==> src/rtl/load_store_unit_pkg.sv <==
// Shared types for the load/store unit: FSM states, access-size codes and
// the address-alignment helpers used by the request path.
package load_store_unit_pkg;

    typedef enum logic [1:0] {
        ST_IDLE,
        ST_ISSUE,
        ST_WAIT,
        ST_RESP
    } lsu_state_e;

    typedef enum logic [1:0] {
        SZ_B = 2'd0,
        SZ_H = 2'd1,
        SZ_W = 2'd2
    } lsu_size_e;

    // Size code 3 behaves exactly like a word access.
    function automatic lsu_size_e decode_size(input logic [1:0] code);
        case (code)
            2'd0:    return SZ_B;
            2'd1:    return SZ_H;
            default: return SZ_W;
        endcase
    endfunction

    function automatic logic [1:0] align_lo(input lsu_size_e sz, input logic [1:0] lo);
        case (sz)
            SZ_B:    return lo;
            SZ_H:    return {lo[1], 1'b0};
            default: return 2'b00;
        endcase
    endfunction

    function automatic logic is_misaligned(input lsu_size_e sz, input logic [1:0] lo);
        case (sz)
            SZ_B:    return 1'b0;
            SZ_H:    return lo[0];
            default: return |lo;
        endcase
    endfunction

endpackage

==> src/rtl/lsu_lane_align.sv <==
// Combinational lane logic: store strobe/replication and load lane
// extraction with sign/zero extension.
module lsu_lane_align
    import load_store_unit_pkg::*;
(
    input  lsu_size_e   size,
    input  logic [1:0]  lo,
    input  logic        is_unsigned,
    input  logic [31:0] wdata,
    input  logic [31:0] rdata,
    output logic [3:0]  writeb,
    output logic [31:0] wdata_lanes,
    output logic [31:0] rdata_ext
);

    logic [7:0]  rbyte;
    logic [15:0] rhalf;

    always_comb begin
        rbyte       = rdata[{lo, 3'b000} +: 8];
        rhalf       = lo[1] ? rdata[31:16] : rdata[15:0];
        writeb      = 4'b1111;
        wdata_lanes = wdata;
        rdata_ext   = rdata;
        case (size)
            SZ_B: begin
                writeb      = 4'b0001 << lo;
                wdata_lanes = {4{wdata[7:0]}};
                rdata_ext   = {{24{~is_unsigned & rbyte[7]}}, rbyte};
            end
            SZ_H: begin
                writeb      = lo[1] ? 4'b1100 : 4'b0011;
                wdata_lanes = {2{wdata[15:0]}};
                rdata_ext   = {{16{~is_unsigned & rhalf[15]}}, rhalf};
            end
            default: ;
        endcase
    end

endmodule

==> src/rtl/load_store_unit.sv <==
// Load/store unit between execute and dmem. Define LSU_MISALIGN_FAULT_EN to
// fault misaligned half/word accesses instead of force-aligning them.
module load_store_unit
    import load_store_unit_pkg::*;
#(
    parameter int unsigned AW = 11
) (
    input  logic          clk,
    input  logic          rst,
    input  logic          req_valid,
    output logic          req_ready,
    input  logic          req_write,
    input  logic [1:0]    req_size,
    input  logic          req_unsigned,
    input  logic [31:0]   req_addr,
    input  logic [31:0]   req_wdata,
    output logic          resp_valid,
    input  logic          resp_ready,
    output logic [31:0]   resp_rdata,
    output logic          resp_fault,
    output logic          dmem_read,
    output logic [3:0]    dmem_writeb,
    output logic [AW-1:0] dmem_addr,
    output logic [31:0]   dmem_wdata,
    input  logic [31:0]   dmem_rdata
);

    lsu_state_e  state, state_nxt;
    lsu_size_e   req_sz, cap_size, la_size;
    logic [1:0]  req_lo, cap_lo, la_lo;
    logic        cap_write, cap_unsigned;
    logic        accept, misaligned, fault_q;
    logic [3:0]  la_writeb;
    logic [31:0] la_wdata, la_rdata;
    logic        unused_addr_hi;

    assign req_sz         = decode_size(req_size);
    assign req_lo         = align_lo(req_sz, req_addr[1:0]);
    assign accept         = req_valid && req_ready;
    assign unused_addr_hi = ^req_addr[31:AW+2];

`ifdef LSU_MISALIGN_FAULT_EN
    assign misaligned = is_misaligned(req_sz, req_addr[1:0]);
`else
    assign misaligned = 1'b0;
`endif

    assign req_ready  = (state == ST_IDLE);
    assign resp_valid = (state == ST_RESP);
    assign resp_fault = fault_q;

    // The aligner serves the store path at accept and the load path afterwards.
    assign la_size = (state == ST_IDLE) ? req_sz : cap_size;
    assign la_lo   = (state == ST_IDLE) ? req_lo : cap_lo;

    lsu_lane_align u_align (
        .size        (la_size),
        .lo          (la_lo),
        .is_unsigned (cap_unsigned),
        .wdata       (req_wdata),
        .rdata       (dmem_rdata),
        .writeb      (la_writeb),
        .wdata_lanes (la_wdata),
        .rdata_ext   (la_rdata)
    );

    always_comb begin
        state_nxt = state;
        case (state)
            ST_IDLE:  if (accept) state_nxt = misaligned ? ST_RESP : ST_ISSUE;
            ST_ISSUE: state_nxt = cap_write ? ST_RESP : ST_WAIT;
            ST_WAIT:  state_nxt = ST_RESP;
            ST_RESP:  if (resp_ready) state_nxt = ST_IDLE;
            default:  state_nxt = ST_IDLE;
        endcase
    end

    always_ff @(posedge clk) begin
        if (rst) begin
            state        <= ST_IDLE;
            cap_write    <= 1'b0;
            cap_unsigned <= 1'b0;
            cap_size     <= SZ_B;
            cap_lo       <= '0;
            fault_q      <= 1'b0;
            resp_rdata   <= '0;
            dmem_read    <= 1'b0;
            dmem_writeb  <= '0;
            dmem_addr    <= '0;
            dmem_wdata   <= '0;
        end else begin
            state       <= state_nxt;
            dmem_read   <= 1'b0;
            dmem_writeb <= '0;
            if (state == ST_IDLE && accept) begin
                cap_write    <= req_write;
                cap_unsigned <= req_unsigned;
                cap_size     <= req_sz;
                cap_lo       <= req_lo;
                fault_q      <= misaligned;
                resp_rdata   <= '0;
                if (!misaligned) begin
                    dmem_addr <= req_addr[AW+1:2];
                    if (req_write) begin
                        dmem_writeb <= la_writeb;
                        dmem_wdata  <= la_wdata;
                    end else begin
                        dmem_read <= 1'b1;
                    end
                end
            end
            if (state == ST_WAIT) resp_rdata <= la_rdata;
        end
    end

endmodule

==> config.mk <==
export PLATFORM = sky130hd
export DESIGN_NAME = load_store_unit
export DESIGN_NICKNAME = d
export VERILOG_FILES = /design/src/rtl/load_store_unit_pkg.sv /design/src/rtl/lsu_lane_align.sv /design/src/rtl/load_store_unit.sv
export SDC_FILE = /design/constraint.sdc
export NUM_CORES = 1
export LEC_CHECK = 0
export ABC_AREA = 1
export BUFFER_PORTS_ARGS = -buffer_cell sky130_fd_sc_hd__buf_2
export CORE_ASPECT_RATIO = 0.5
export CORE_MARGIN = 4
export CORE_UTILIZATION = 50
export CTS_BUF_LIST = sky130_fd_sc_hd__clkbuf_8
export DETAILED_ROUTE_END_ITERATION = 8
export PLACE_DENSITY = 0.92
export SLEW_MARGIN = 20
export SYNTH_ARGS = -nofsm -noshare
export SYNTH_HDL_FRONTEND = slang
export SYNTH_HIERARCHICAL = 1
export SYNTH_SLANG_ARGS = --single-unit
==> constraint.sdc <==
create_clock -name clk -period 2.5 [get_ports clk]
set_input_delay 0.625 -clock clk [delete_from_list [all_inputs] [get_ports clk]]
set_output_delay 0.625 -clock clk [all_outputs]
set_load 0.01 [all_outputs]
==> impl_results.rst <==
.. list-table::
   :header-rows: 1

   * - Metric
     - Value
   * - Final hold viol count
     - 0
   * - Total number of clock tree sinks
     - 88
   * - Clock root cell
     - sky130_fd_sc_hd__clkbuf_8
   * - Mean instance size in the synthesized netlist
     - 7.01 µm²
   * - Maximum VDD drop
     - 0.422 mV
   * - Initial antenna violation count
     - 0
   * - Filler Cells Inserted
     - roughly 770
   * - Chip Height
     - 75.1 µm
   * - Worst path top cell family by delay
     - buffers and inverters
   * - Number of rows created at floorplan
     - 24
   * - Number of max-slew violations in the final report
     - 0
   * - Width of the chip
     - approximately 140 µm
   * - Wire per inst
     - between 10 and 15 µm
   * - Highest metal layer with signal wires
     - met4
   * - Largest driver fanout on the critical path
     - 16
   * - Total Power
     - 5.54 mW
   * - Class of the tightest hold or removal check
     - register to register
   * - Post-CTS resize count
     - 0
   * - Fraction of layout instances using a drive strength above 1
     - 0.309
   * - Number of antenna cells inserted
     - 0
   * - TritonCTS clock tree
     - built
   * - Largest area contributor in the synthesized netlist
     - sky130_fd_sc_hd__dfxtp_1
   * - Antenna Nets Post-Route
     - 0
   * - Area inside the core boundary
     - 8740 µm²
   * - HPWL after detailed placement
     - 9.51 mm
   * - Largest net degree at the start of global routing
     - 50
   * - Fin cells
     - 904
   * - Number of buffer cells added on primary ports
     - 166
   * - Post-synthesis register bit count
     - between 80 and 90
   * - Final cell area excluding filler cells
     - 5510 µm²
   * - Clock Path Buffers
     - 2
   * - Area Growth Syn to Fin
     - 22.4%
   * - Proportion of netlist area held by the largest area contributor
     - 0.391
   * - Combinational fraction of design power
     - 0.497
   * - Time the final worst path needs with I/O delays and setup
     - 2.30 ns
   * - Syn nets
     - 751
   * - Post-synth EDFFs
     - 0
   * - Post-synthesis sequential area ratio
     - 0.391
   * - Area taken by multi-input logic gates
     - about 2300 µm²
   * - Total Neg Setup Slack
     - 0 ns
   * - Worst slew pin tran
     - about 0.55 ns
   * - Post-synthesis cell area
     - 4500 µm²
   * - Initial cell density of the core
     - 0.515
   * - Overall routed net length
     - 13.1 mm
   * - Int Power
     - 3.08 mW
   * - Power per standard cell area
     - 1010 nW/µm²
   * - Switching portion of total power
     - 0.445
   * - Worst Setup Path Type
     - register to register
   * - Synth Flop Type
     - sky130_fd_sc_hd__dfxtp_1
   * - Area post-placement
     - 5310 µm²
   * - Rel. slew slack
     - 0.631
   * - Routed length on met3
     - 1.18 mm
   * - Setup clock skew after layout
     - ~0.0053 ns
   * - Clock latency reported for the late side of the worst-skew pair
     - approximately 0.36 ns
   * - Required time of the critical path
     - 2.79 ns
   * - Synth area leaders
     - sky130_fd_sc_hd__dfxtp_1 39%, sky130_fd_sc_hd__nand2_1 17%, sky130_fd_sc_hd__nand3_1 11%, sky130_fd_sc_hd__a21oi_1 6.6%, sky130_fd_sc_hd__nand3_2 4.0%
   * - Detailed-route DRC error count
     - 0
   * - Power share of the clock group
     - 0.178
   * - Via-per-instance ratio
     - 5.33
   * - Achievable clock frequency
     - 0.434 GHz
   * - Cell count after synthesis
     - between 600 and 700
   * - DR vias
     - ~4.8k
   * - Unrepaired setup endpoints after global routing
     - false
   * - Clock slew at the register clock pins of the worst setup and hold paths
     - 0.09 ns
   * - Count of synthesis-stage warnings from yosys
     - 6
   * - Run status
     - completed
   * - Commonest cells in the netlist
     - 198 x sky130_fd_sc_hd__nand2_1, 101 x sky130_fd_sc_hd__nand3_1, 88 x sky130_fd_sc_hd__dfxtp_1
   * - Top-count cell post-synth
     - sky130_fd_sc_hd__nand2_1
   * - Number of H-tree levels
     - 3
   * - Final #Nets
     - 891
   * - First-pass iteration count of the detailed router
     - 6
   * - Data arrival time of the worst path
     - 2.60 ns
   * - Area occupied by registers
     - 1760 µm²
   * - Number of setup buffers added after CTS
     - 0
   * - Number of buffers added by the clock tree synthesis step
     - 9
   * - Metal2 WL
     - 6.31 mm
   * - Reported max-cap violation count
     - 0
   * - M1 wire length
     - 5.33 mm
   * - I/O pins
     - 187
   * - Setup violations, final
     - 0
   * - Detailed Route Iter0 Violations
     - 401
   * - Synth async-reset ratio
     - 0
   * - Leakage power summed over all cells
     - 2.70 nW
   * - Period utilisation layout
     - 0.921
   * - Kind of end point of the critical path
     - register
   * - Largest stage delay on the critical path
     - 0.40 ns
   * - Placed cell count
     - 888
   * - Cell variety after synth
     - 25
   * - Remaining global-route overflow
     - 0
   * - Cells traversed along the worst timing path
     - inv_1, ha_1, inv_1, o21ai_0, buf_4, nor2_4, buf_4, nand2_1, o21ai_0, nand3_1, a21oi_1
   * - Crit path buffers/inverters
     - 4
   * - Startpoint Class
     - register
   * - Full die area
     - between 10000 and 15000 µm²
   * - Routability Congestion
     - between 0.8 and 0.9
   * - Highest-delay cell along the critical path
     - sky130_fd_sc_hd__dfxtp_1
   * - Sequential group share of total power
     - 0.325
   * - First-pass GRT wire length
     - 21.2 mm
   * - Number of hold buffers added after CTS
     - 0
   * - Net Switching
     - 2.47 mW
   * - Tot GR Track Use
     - 0.246
   * - Via count of the first global-routing pass
     - 4450
## state kept, by name (all words and copies together), names as in the netlist
signal / count
dmem_addr: 11
cap_write: 1
cap_lo: 2
dmem_wdata: 32
cap_unsigned: 1
dmem_writeb: 4
dmem_read: 1
state: 2
resp_rdata: 32
cap_size: 2
## metrics by stage
stage	hold WS, ns	setup slack, ns	util
after floorplan	0.425	0.258	-
after global placement	0.446	0.187	0.607
after detailed placement	0.450	0.141	0.607
after CTS	0.464	0.194	0.630
after global routing	0.489	0.0300	0.630
final	0.461	0.196	0.630
## per-layer routing
| layer | vias to the layer above | GRT usage |
|---|---|---|
| li1 | 2367 | - |
| met1 | 2167 | 0.305 |
| met2 | 256 | 0.430 |
| met3 | 29 | 0.0584 |
| met4 | 0 | 0.0787 |
| met5 | - | 0 |
## tightest hold or removal path: stages, from the launching register on
cell,delay [ns]
sky130_fd_sc_hd__dfxtp_1,0.31
sky130_fd_sc_hd__nand2_1,0.06
sky130_fd_sc_hd__a21oi_1,0.05
## layout make-up
type / count / share of cell area
inverter: 31 / 0.0225
clock buffer: 9 / 0.0225
multi-input combinational: 469 / 0.419
tap: 117 / 0.0266
sequential: 88 / 0.320
clock inverter: 7 / 0.0129
timing repair buffer: 183 / 0.177
## placed cells by master, fill, tap and decap left out, types with 5 or more instances in the layout
master                     netlist  routed
sky130_fd_sc_hd__ha_1            5       5
sky130_fd_sc_hd__clkbuf_8        0       9
sky130_fd_sc_hd__nand3_1       101     101
sky130_fd_sc_hd__buf_2          21     166
sky130_fd_sc_hd__a21oi_2        10      10
sky130_fd_sc_hd__buf_4          12      15
sky130_fd_sc_hd__dfxtp_1        88      88
sky130_fd_sc_hd__nor2_1         30      30
sky130_fd_sc_hd__a21oi_1        59      59
sky130_fd_sc_hd__o21ai_0        31      28
sky130_fd_sc_hd__inv_1          23      24
sky130_fd_sc_hd__nand2_1       198     198
sky130_fd_sc_hd__o211ai_1        8       8
sky130_fd_sc_hd__nand3_2        18      18
## final timing paths
path / startpoint / to / slack, ns / depth (start not counted)
max reg2reg: state[0] / dmem_wdata[12] / 0.20 / 11
max: state[0] / dmem_wdata[12] / 0.20 / 11
min: dmem_wdata[8] / dmem_wdata[8] / 0.46 / 2
min reg2reg: dmem_wdata[8] / dmem_wdata[8] / 0.46 / 2
## power groups by stage
stage | Combinational (mW) | Sequential, mW | Clock [mW]
finish | 2.75 | 1.80 | 0.988
global route | 3.05 | 1.84 | 1.08
CTS | 2.72 | 1.80 | 1.02
detailed placement | 2.70 | 1.83 | 0
global placement | 2.64 | 1.82 | 0
floorplan | 1.88 | 1.93 | 0
## cell families after synthesis
kind of cell,count (synthesis),share of synthesized area
simple gates,355,0.362
flops,88,0.391
buf+inv,85,0.0992
other cells,1,0.000833
fa+ha+maj,5,0.0139
compound gates,108,0.133
No activity file was read; power rests on OpenSTA's default activity.
